`config.mk`:
```
export PLATFORM = sky130hd
export DESIGN_NAME = fir_coeff_ctrl
export DESIGN_NICKNAME = d
export VERILOG_FILES = /design/src/rtl/fir_pkg.sv /design/src/rtl/fir_coeff_bank.sv /design/src/rtl/fir_coeff_ctrl.sv
export SDC_FILE = /design/constraint.sdc
export NUM_CORES = 1
export LEC_CHECK = 0
export ABC_AREA = 1
export ABC_CLOCK_PERIOD_IN_PS = 3000
export BUFFER_PORTS_ARGS = -buffer_cell sky130_fd_sc_hd__buf_2
export CORE_UTILIZATION = 31
export DETAILED_ROUTE_END_ITERATION = 16
export PLACE_DENSITY = 0.49
export SLEW_MARGIN = 20
export SYNTH_ARGS = -nofsm -noshare
export SYNTH_HDL_FRONTEND = slang
export SYNTH_SLANG_ARGS = --single-unit
export TNS_END_PERCENT = 50
```
`constraint.sdc`:
```
create_clock -name clk -period 3 [get_ports clk]
set_input_delay 0.6 -clock clk [delete_from_list [all_inputs] [get_ports clk]]
set_output_delay 0.6 -clock clk [all_outputs]
set_load 0.005 [all_outputs]
```
`src/rtl/fir_pkg.sv`:
```
// fir_pkg: shared sizing and FSM state type for the FIR coefficient controller.
// Build option: FIR_COEFF_SYM_EN -- symmetric coefficient load (half bank, mirrored on transfer).
package fir_pkg;

  localparam int NTAPS = 51;
  localparam int CW    = 16;
  localparam int AW    = 6;

`ifdef FIR_COEFF_SYM_EN
  localparam int NLOAD = (NTAPS + 1) / 2;
`else
  localparam int NLOAD = NTAPS;
`endif

  typedef enum logic [2:0] {
    S_IDLE  = 3'd0,
    S_LOAD  = 3'd1,
    S_FULL  = 3'd2,
    S_WAIT  = 3'd3,
    S_WRITE = 3'd4
  } state_t;

endpackage

```
`src/rtl/fir_coeff_bank.sv`:
```
// fir_coeff_bank: shadow coefficient storage, one write port, one synchronous read port.
// Contents are never cleared by reset; only the read register is.
module fir_coeff_bank #(
  parameter int DEPTH = fir_pkg::NLOAD,
  parameter int AW    = fir_pkg::AW,
  parameter int CW    = fir_pkg::CW
) (
  input  logic          clk,
  input  logic          reset,
  input  logic          i_wr_en,
  input  logic [AW-1:0] i_wr_addr,
  input  logic [CW-1:0] i_wr_data,
  input  logic [AW-1:0] i_rd_addr,
  output logic [CW-1:0] o_rd_data
);

  localparam int IW = (DEPTH > 1) ? $clog2(DEPTH) : 1;

  logic [CW-1:0] r_mem [DEPTH];
  logic [CW-1:0] r_rd_data;

  // Storage write; out-of-range addresses are dropped.
  always_ff @(posedge clk) begin
    if (i_wr_en && (int'(i_wr_addr) < DEPTH)) begin
      r_mem[i_wr_addr[IW-1:0]] <= i_wr_data;
    end
  end

  // Registered read, one cycle of latency; cleared on reset.
  always_ff @(posedge clk) begin
    if (reset) begin
      r_rd_data <= '0;
    end else begin
      r_rd_data <= (int'(i_rd_addr) < DEPTH) ? r_mem[i_rd_addr[IW-1:0]] : '0;
    end
  end

  assign o_rd_data = r_rd_data;

endmodule

```
`src/rtl/fir_coeff_ctrl.sv`:
```
// fir_coeff_ctrl: loads coefficients into a shadow bank from the host, then on commit
// waits for a sample gap and streams the bank into the filter while blocking samples.
// Build option: FIR_COEFF_SYM_EN -- load only the first half of a symmetric response;
// address k is served from shadow[min(k, NTAPS-1-k)].
//
// state | meaning
// IDLE  | no load in progress; commit is rejected
// LOAD  | accepting host words into the shadow bank
// FULL  | shadow bank complete; waiting for commit
// WAIT  | commit accepted; waiting for a cycle with no sample strobe
// WRITE | streaming NTAPS coefficients to the filter, samples blocked
module fir_coeff_ctrl #(
  parameter int NTAPS = fir_pkg::NTAPS,
  parameter int CW    = fir_pkg::CW,
  parameter int AW    = fir_pkg::AW
) (
  input  logic          clk,
  input  logic          reset,
  input  logic          cfg_start,
  input  logic          cfg_valid,
  output logic          cfg_ready,
  input  logic [CW-1:0] cfg_data,
  input  logic          cfg_commit,
  output logic          cfg_err,
  output logic          busy,
  input  logic          samp_valid_in,
  output logic          samp_valid_out,
  output logic          coef_we,
  output logic [AW-1:0] coef_addr,
  output logic [CW-1:0] coef_data,
  output logic          swap_done,
  output logic [7:0]    drop_cnt
);

  import fir_pkg::*;

`ifdef FIR_COEFF_SYM_EN
  localparam int NLOAD_L = (NTAPS + 1) / 2;
`else
  localparam int NLOAD_L = NTAPS;
`endif

  localparam logic [AW-1:0] LAST_ADDR = AW'(NTAPS - 1);
  localparam logic [AW-1:0] LAST_LOAD = AW'(NLOAD_L - 1);

  state_t        r_state;
  logic [AW-1:0] r_cnt;
  logic          r_cfg_ready;
  logic          r_cfg_err;
  logic          r_busy;
  logic          r_coef_we;
  logic [AW-1:0] r_coef_addr;
  logic          r_swap_done;
  logic [7:0]    r_drop_cnt;

  logic          w_bank_we;
  logic [AW-1:0] w_rd_k;
  logic [AW-1:0] w_rd_addr;
  logic [CW-1:0] w_rd_data;

  // A restart in the same cycle discards the host word.
  assign w_bank_we = (r_state == S_LOAD) && cfg_valid && !cfg_start;

  // The bank read is issued one tap ahead of the write on coef_*: tap 0 while waiting,
  // tap k+1 while tap k is being written.
  assign w_rd_k = ((r_state == S_WRITE) && (r_coef_addr != LAST_ADDR)) ?
                  r_coef_addr + 1'b1 : '0;

`ifdef FIR_COEFF_SYM_EN
  logic [AW-1:0] w_mirror;
  assign w_mirror  = LAST_ADDR - w_rd_k;
  assign w_rd_addr = (w_rd_k <= w_mirror) ? w_rd_k : w_mirror;
`else
  assign w_rd_addr = w_rd_k;
`endif

  fir_coeff_bank #(
    .DEPTH (NLOAD_L),
    .AW    (AW),
    .CW    (CW)
  ) u_bank (
    .clk       (clk),
    .reset     (reset),
    .i_wr_en   (w_bank_we),
    .i_wr_addr (r_cnt),
    .i_wr_data (cfg_data),
    .i_rd_addr (w_rd_addr),
    .o_rd_data (w_rd_data)
  );

  // Sequencing FSM with registered status and coefficient-port outputs.
  always_ff @(posedge clk) begin
    if (reset) begin
      r_state     <= S_IDLE;
      r_cnt       <= '0;
      r_cfg_ready <= 1'b0;
      r_cfg_err   <= 1'b0;
      r_busy      <= 1'b0;
      r_coef_we   <= 1'b0;
      r_coef_addr <= '0;
      r_swap_done <= 1'b0;
      r_drop_cnt  <= '0;
    end else begin
      r_cfg_err   <= 1'b0;
      r_swap_done <= 1'b0;
      case (r_state)
        S_IDLE: begin
          if (cfg_commit) r_cfg_err <= 1'b1;
          if (cfg_start) begin
            r_state     <= S_LOAD;
            r_cnt       <= '0;
            r_cfg_ready <= 1'b1;
          end
        end
        S_LOAD: begin
          if (cfg_commit) r_cfg_err <= 1'b1;
          if (cfg_start) begin
            r_cnt <= '0;
          end else if (cfg_valid) begin
            r_cnt <= r_cnt + 1'b1;
            if (r_cnt == LAST_LOAD) begin
              r_state     <= S_FULL;
              r_cfg_ready <= 1'b0;
            end
          end
        end
        S_FULL: begin
          if (cfg_start) begin
            r_state     <= S_LOAD;
            r_cnt       <= '0;
            r_cfg_ready <= 1'b1;
          end else if (cfg_commit) begin
            r_state <= S_WAIT;
            r_busy  <= 1'b1;
          end
        end
        S_WAIT: begin
          if (!samp_valid_in) begin
            r_state     <= S_WRITE;
            r_coef_we   <= 1'b1;
            r_coef_addr <= '0;
          end
        end
        S_WRITE: begin
          if (samp_valid_in && (r_drop_cnt != 8'hFF)) r_drop_cnt <= r_drop_cnt + 1'b1;
          if (r_coef_addr == LAST_ADDR) begin
            r_state     <= S_IDLE;
            r_coef_we   <= 1'b0;
            r_busy      <= 1'b0;
            r_swap_done <= 1'b1;
          end else begin
            r_coef_addr <= r_coef_addr + 1'b1;
          end
        end
        default: begin
          r_state <= S_IDLE;
        end
      endcase
    end
  end

  assign samp_valid_out = samp_valid_in && (r_state != S_WRITE);
  assign cfg_ready      = r_cfg_ready;
  assign cfg_err        = r_cfg_err;
  assign busy           = r_busy;
  assign coef_we        = r_coef_we;
  assign coef_addr      = r_coef_addr;
  assign coef_data      = w_rd_data;
  assign swap_done      = r_swap_done;
  assign drop_cnt       = r_drop_cnt;

endmodule

```
Word level (Yosys, flattened, before mapping) --
Memory sizes are Yosys's and may differ from the RTL's. A register that Yosys moved wholly into a read port is not among the register bits. Index checks and enable logic that the tools add are counted.
Word-level totals: flip-flop bits (word level) 28, bits in latches 0, bits in writable memories 816, ROM bits 0, output and inout port bits 36, memories kept 1
Memories:
- u_bank.r_mem | words 51, bits a word 16, read ports 1, clocked after memory_dff 1, write ports 1, line fir_coeff_bank.sv:19 | logic [CW-1:0] r_mem [DEPTH];
Operators by class: add/sub/neg operators 3, $mul 0, div/mod/pow operators 0, order comparisons 2, eq/ne operators 21, shifts and indexed selects 0, mux-type cells 32, bitwise gates (word level) 3, reductions and logical operators 23
Operator list (count):
- 2-to-1 mux 6 bit | 6
- 2-to-1 mux 3 bit | 8
- case mux 6 bit (2 select lines) | 2
- case mux 3 bit (5 select lines) | 1
- != test 2 bit, second input constant | 7
- adder 6 x 1 -> 6 bit, second input constant | 2
- == test 6 bit, second input constant | 2
- less-than comparator 6 bit, second input constant | 2
- 2-to-1 mux 1 bit | 12
- OR reduction 2 bit | 5
- != test 3 bit, second input constant | 3
- AND reduction 3 bit | 3
- adder 8 x 1 -> 8 bit, second input constant | 1
- != test 8 bit, second input constant | 1
- AND reduction 7 bit | 1
- == test 3 x 2 -> 1 bit, second input constant | 2
- logical AND 1 bit | 6
- != test 2 x 1 -> 1 bit, second input constant | 3
- != test 6 bit, second input constant | 1
- case mux 1 bit (2 select lines) | 3
- nonzero test 2 bit | 3
- AND reduction 5 bit | 1
- AND reduction 4 bit | 1
- == test 3 x 1 -> 1 bit, second input constant | 1
- other kinds (5) | 7

Depth between registers and ports, before layout --
word-level depth 6, mapped depth 17, mapped depth without buffers 15

Modules after synthesis --
Synthesis repeated with hierarchy kept, for this count alone.
Unflattened totals: cell total of the unflattened synthesis 3439, area total of the unflattened synthesis 36233.5 um^2
Modules (own cells, without submodules):
- fir_coeff_bank | instances 1, cells each 3207, area each 34669.5 um^2, seq. area each 24823.8 um^2
- fir_coeff_ctrl | instances 1, cells each 232, area each 1564.0 um^2, seq. area each 560.5 um^2

Worst setup path before layout --
No wires, ideal clock.
path kind register to register, start reg r_state[0], end mem u_bank.r_mem[16][0] (enable), setup time 388 ps, arrival time 2022 ps, data required time 2612 ps, setup slack 590 ps, stages on the path, launching flop included 7, period minus slack after synthesis 2410 ps, cells stage by stage dfxtp_1 -> inv_1 -> nor3_1 -> nand4_1 -> nor2_1 -> nand3_1 -> nor2_1
On the way: word-level cells in the longest chain between the ends 6
Ends and longest elaborated chain:
- start, declared | line fir_coeff_ctrl.sv:46 | state_t r_state;
- start signal, assigned | line fir_coeff_ctrl.sv:94 | r_state <= S_IDLE;
- start signal, assigned | line fir_coeff_ctrl.sv:110 | r_state <= S_LOAD;
- start signal, assigned | line fir_coeff_ctrl.sv:122 | r_state <= S_FULL;
- == test 3 x 1 -> 1 bit | line fir_coeff_ctrl.sv:62 | assign w_bank_we = (r_state == S_LOAD) && cfg_valid && !cfg_start;
- logical AND 1 bit (2 in series) | line fir_coeff_ctrl.sv:62
- logical AND 1 bit | line fir_coeff_bank.sv:24 | if (i_wr_en && (int'(i_wr_addr) < DEPTH)) begin
- 2-to-1 mux 1 bit | line fir_coeff_bank.sv:24
- 2-to-1 mux 1 bit (not written as such) | line fir_coeff_bank.sv:25 | r_mem[i_wr_addr[IW-1:0]] <= i_wr_data;
- end, declared | line fir_coeff_bank.sv:19
No other way between the ends.

Worst setup path in the final report --
start reg r_coef_addr[1], in the netlist coef_addr[1], end reg u_bank.r_rd_data[0], in the netlist u_bank.o_rd_data[0], read port of u_bank.r_mem
On the way: word-level cells in the longest chain between the ends 6, elaborated cells between the ends (all ways) 7, classes of those cells 1 x add/sub; 1 x order compare; 1 x eq/ne; 1 x mux; 1 x bitwise; 2 x reduce/logical
Ends and longest elaborated chain:
- start, declared | line fir_coeff_ctrl.sv:52 | logic [AW-1:0] r_coef_addr;
- start signal, assigned | line fir_coeff_ctrl.sv:152 | r_coef_addr <= r_coef_addr + 1'b1;
- parallel branches: the longest is 2 deep, another holds adder 6 x 1 -> 6 bit
- 2-to-1 mux 6 bit * | line fir_coeff_ctrl.sv:66 | assign w_rd_k = ((r_state == S_WRITE) && (r_coef_addr != LAST_ADDR)) ?
- less-than comparator 6 bit | line fir_coeff_bank.sv:34 | r_rd_data <= (int'(i_rd_addr) < DEPTH) ? r_mem[i_rd_addr[IW-1:0]] : '0;
- NOT 1 bit (no line)
- OR reduction 2 bit (no line)
- end, declared | line fir_coeff_bank.sv:20 | logic [CW-1:0] r_rd_data;
Mark *: on every way between the ends. A chain may end at the register's enable or synchronous reset.

==> reports/results.ini <==
[setup_path]
startpoint_type=flop
r2r_start=coef_addr[1]
crit_path_end=u_bank.o_rd_data[0]
crit_start=coef_addr[1]
worstPathRequired_ns=3.56
r2r-end=u_bank.o_rd_data[0]
crit_fanout=31
end_kind=flop
critical_path_class=reg -> reg
crit_arrival_ns=3.33
r2r_slack_ns=0.23
r2r_cells=17

[route]
drtAntennaViolNets=0
drt_iter0_markers=2592
wl_mm=118
route.met2.wl_mm=54.0
vias_per_cell=4.75
drt-met1-wl_mm=53.9
drc=0
dr_wl_met3_mm=6.97
via_count=25800
avgRoutedWirePerCell_um=21.7
first_pass_iters=7
top_layer_used=met4

[floorplan]
ioPinCount=58
num_rows=127
coreArea_um2=120000
die_height_um=350
start_util_pct=31.3
dieArea_um2=123000
dieWidth_um=350

[global_route]
grt_pass1_wl_mm=171
grt_overflow=0
grt_usage_pct=19.2
antenna_found_initial=3
grt_pass1_vias=24500
grt_start_max_net_pins=93

[synthesis]
netlist.area_leader.share_pct=65.2
synth_seq_cells=860
synth_top_cell_by_area=edfxtp_1
syn-instance-count=3562
synthXorXnorAreaFrac_pct=0.0233
ys_types=37
synth_mux_area_share_pct=0
avgSynthCellArea_um2=10.5
synthAdderAreaFrac_pct=0.167
synth_area_um2=37600
seq_area_frac_synth_pct=67.6
synth-simple-area-share_pct=22.0
syn_nets=3589
ys_top_cells_by_area=edfxtp_1 65%, nand2_1 8.7%, nand3_1 7.5%
synth_top_family_by_area=simple AND/OR/NAND/NOR gates
synth_compound_area_share_pct=2.28
synth-warning-count=0

[layout]
drive_above_1_share_pct=11.1
area_delta_synth_final_pct=18.0
fin_cells=5430
fin_nets=3760
final_core_util_pct=37.0

[clocking]
holdBufCountCts=0
cts_made_buffers=96
cts_root_buf=clkbuf_16
ctsLongestPathBuffers=3
htree_levels=3
clkSinkCount=860
cts_tree=built
clk_pin_slew_ns=0.06
clk_latency_ns=0.68

[sta]
slew_headroom_pct=46.4
worstMarginPinSlew_ns=0.804
fin_crit_ns=2.77
hold_violations=0
fin_skew_ns=0.0254
setup_viol=0
period_share_pct=92.4
max_freq_mhz=361
slew_violations=0
grt_setup_unrepaired=no
tns_ns=0

[pwr]
powerDensity_nw_per_um2=619
max-vdd-ir-drop_mv=0.387
p_leak_nw=17.8

[placement]
port_buffers=57
placed_cells=5233
dp_hpwl_mm=73.0
gp_congestion=0.852

[min_path]
hold_class=in -> reg

[run]
cap_viol_max_count=0

[outcome]
status=complete, no violations

worst max-delay path: stages, from the launching register on:
cell and delay (ns):
dfxtp_1 0.44, ha_1 0.26, nand3_4 0.17, nand2_8 0.18, buf_12 0.23, buf_12 0.18
buf_4 0.18, nand2_1 0.08, nand3_1 0.07, nand2_1 0.08, nand2_1 0.06, nand2_1 0.09
nor2_1 0.13, nand2_1 0.07, nand2_1 0.07, nand2_1 0.05, nand2_1 0.19, nor2_1 0.10
sequential cells by signal (all words and copies together) (netlist names):
register and cells:
r_cnt 6, u_bank.o_rd_data 16, u_bank.r_mem 816, cfg_ready 1
r_state 3, coef_addr 6, busy 1, drop_cnt 8
cfg_err 1, coef_we 1, swap_done 1
worst min-delay path by stage:
| stage | slack [ns] | depth (start not counted) | to | startpoint |
|---|---|---|---|---|
| final | 0.23 | 3 | busy | cfg_commit |
| after CTS | 0.19 | 3 | cfg_ready | cfg_start |
| after global routing | 0.22 | 3 | busy | cfg_commit |
| after floorplan | 0.47 | 2 | busy | busy |
| after detailed placement | 0.47 | 2 | drop_cnt[4] | drop_cnt[4] |
| after global placement | 0.46 | 2 | drop_cnt[4] | drop_cnt[4] |
cell usage in the layout (no fill, tap or decap), drive strengths merged, types with 3 or more instances in the layout:
cell,count
nand3,566
bufinv,10
o211ai,28
nor2,239
ha,5
o21ai,65
dfxtp,44
o2111ai,4
a21oi,48
clkbuf,126
clkinv,45
nand2,878
nand4,4
nor3b,3
inv,505
nor3,10
diode,3
buf,267
nand3b,141
edfxtp,816
per-stage QoR:
| stage | instance area (um^2) | setup slack, ns | hold slack (ns) | total power (W) |
|---|---|---|---|---|
| global route | 44300 | 0.0453 | 0.225 | 0.0283 |
| detailed placement | 40900 | -0.0667 | 0.475 | 0.0157 |
| CTS | 44200 | 0.0503 | 0.186 | 0.0277 |
| finish | 44300 | 0.228 | 0.226 | 0.0275 |
| floorplan | 37600 | 0.590 | 0.466 | 0.0146 |
| global placement | 40900 | -0.0853 | 0.463 | 0.0157 |
layout make-up:
cell class | instances | area (um^2)
Antenna cell | 3 | 7.51
Clock buffer | 124 | 2600
Clock inverter | 56 | 571
Fill cell | 11800 | 75600
Inverter | 506 | 1900
Multi-Input combinational cell | 1999 | 9230
Sequential cell | 860 | 25400
Tap cell | 1612 | 2020
Timing Repair Buffer | 270 | 2620
routing by layer:
layer,up-vias,track usage [%]
li1,12200,-
met4,0,5.73
met2,812,30.6
met3,177,2.69
met5,-,0
met1,12600,27.1
where the power goes:
part | switching (W) | total (W) | internal, W
clock network | 0.00496 | 0.0119 | 0.00698
logic | 0.00156 | 0.00223 | 0.000666
registers | 0.0000812 | 0.0133 | 0.0132
repair_timing:
item                                    in CTS  in global routing
resized for setup                            0                  5
buffers inserted                             3                  8
cloned                                       1                  2
pin swaps                                    1                  3
endpoints found under the setup margin       1                  2
synthesized netlist by cell type:
cell,instances
dfxtp_1,44
xnor2_1,1
nor2_4,4
buf_1,11
o211ai_1,28
clkinv_1,1
nand4_2,1
inv_2,6
a211oi_1,1
nand2_2,1
ha_1,5
clkbuf_1,32
edfxtp_1,816
nor3b_1,3
nor3_1,10
nand3b_1,141
o21bai_1,1
nand3_1,563
o2111ai_1,4
nand4_1,3
o21ai_0,27
o21ai_1,38
nand2_4,2
nand3_4,2
nand3_2,1
buf_4,17
nand2_1,875
inv_1,499
a221oi_1,1
buf_2,121
o21a_1,2
nor2_2,2
a31oi_1,1
nor4_1,1
a21oi_1,48
nor2_1,233
buf_6,16
cell families (layout without fill, tap and decap cells):
logic type                 count (synthesis)  after routing
DFF                                      860            860
xor gates and xnor gates                   1              1
adders and majority gates                  5              5
buffers and inverters                    703            956
AOI/OAI and AO/OA                        151            151
and+or+nand+nor                         1842           1842
other                                      0              3
No activity file was read; power rests on OpenSTA's default activity.
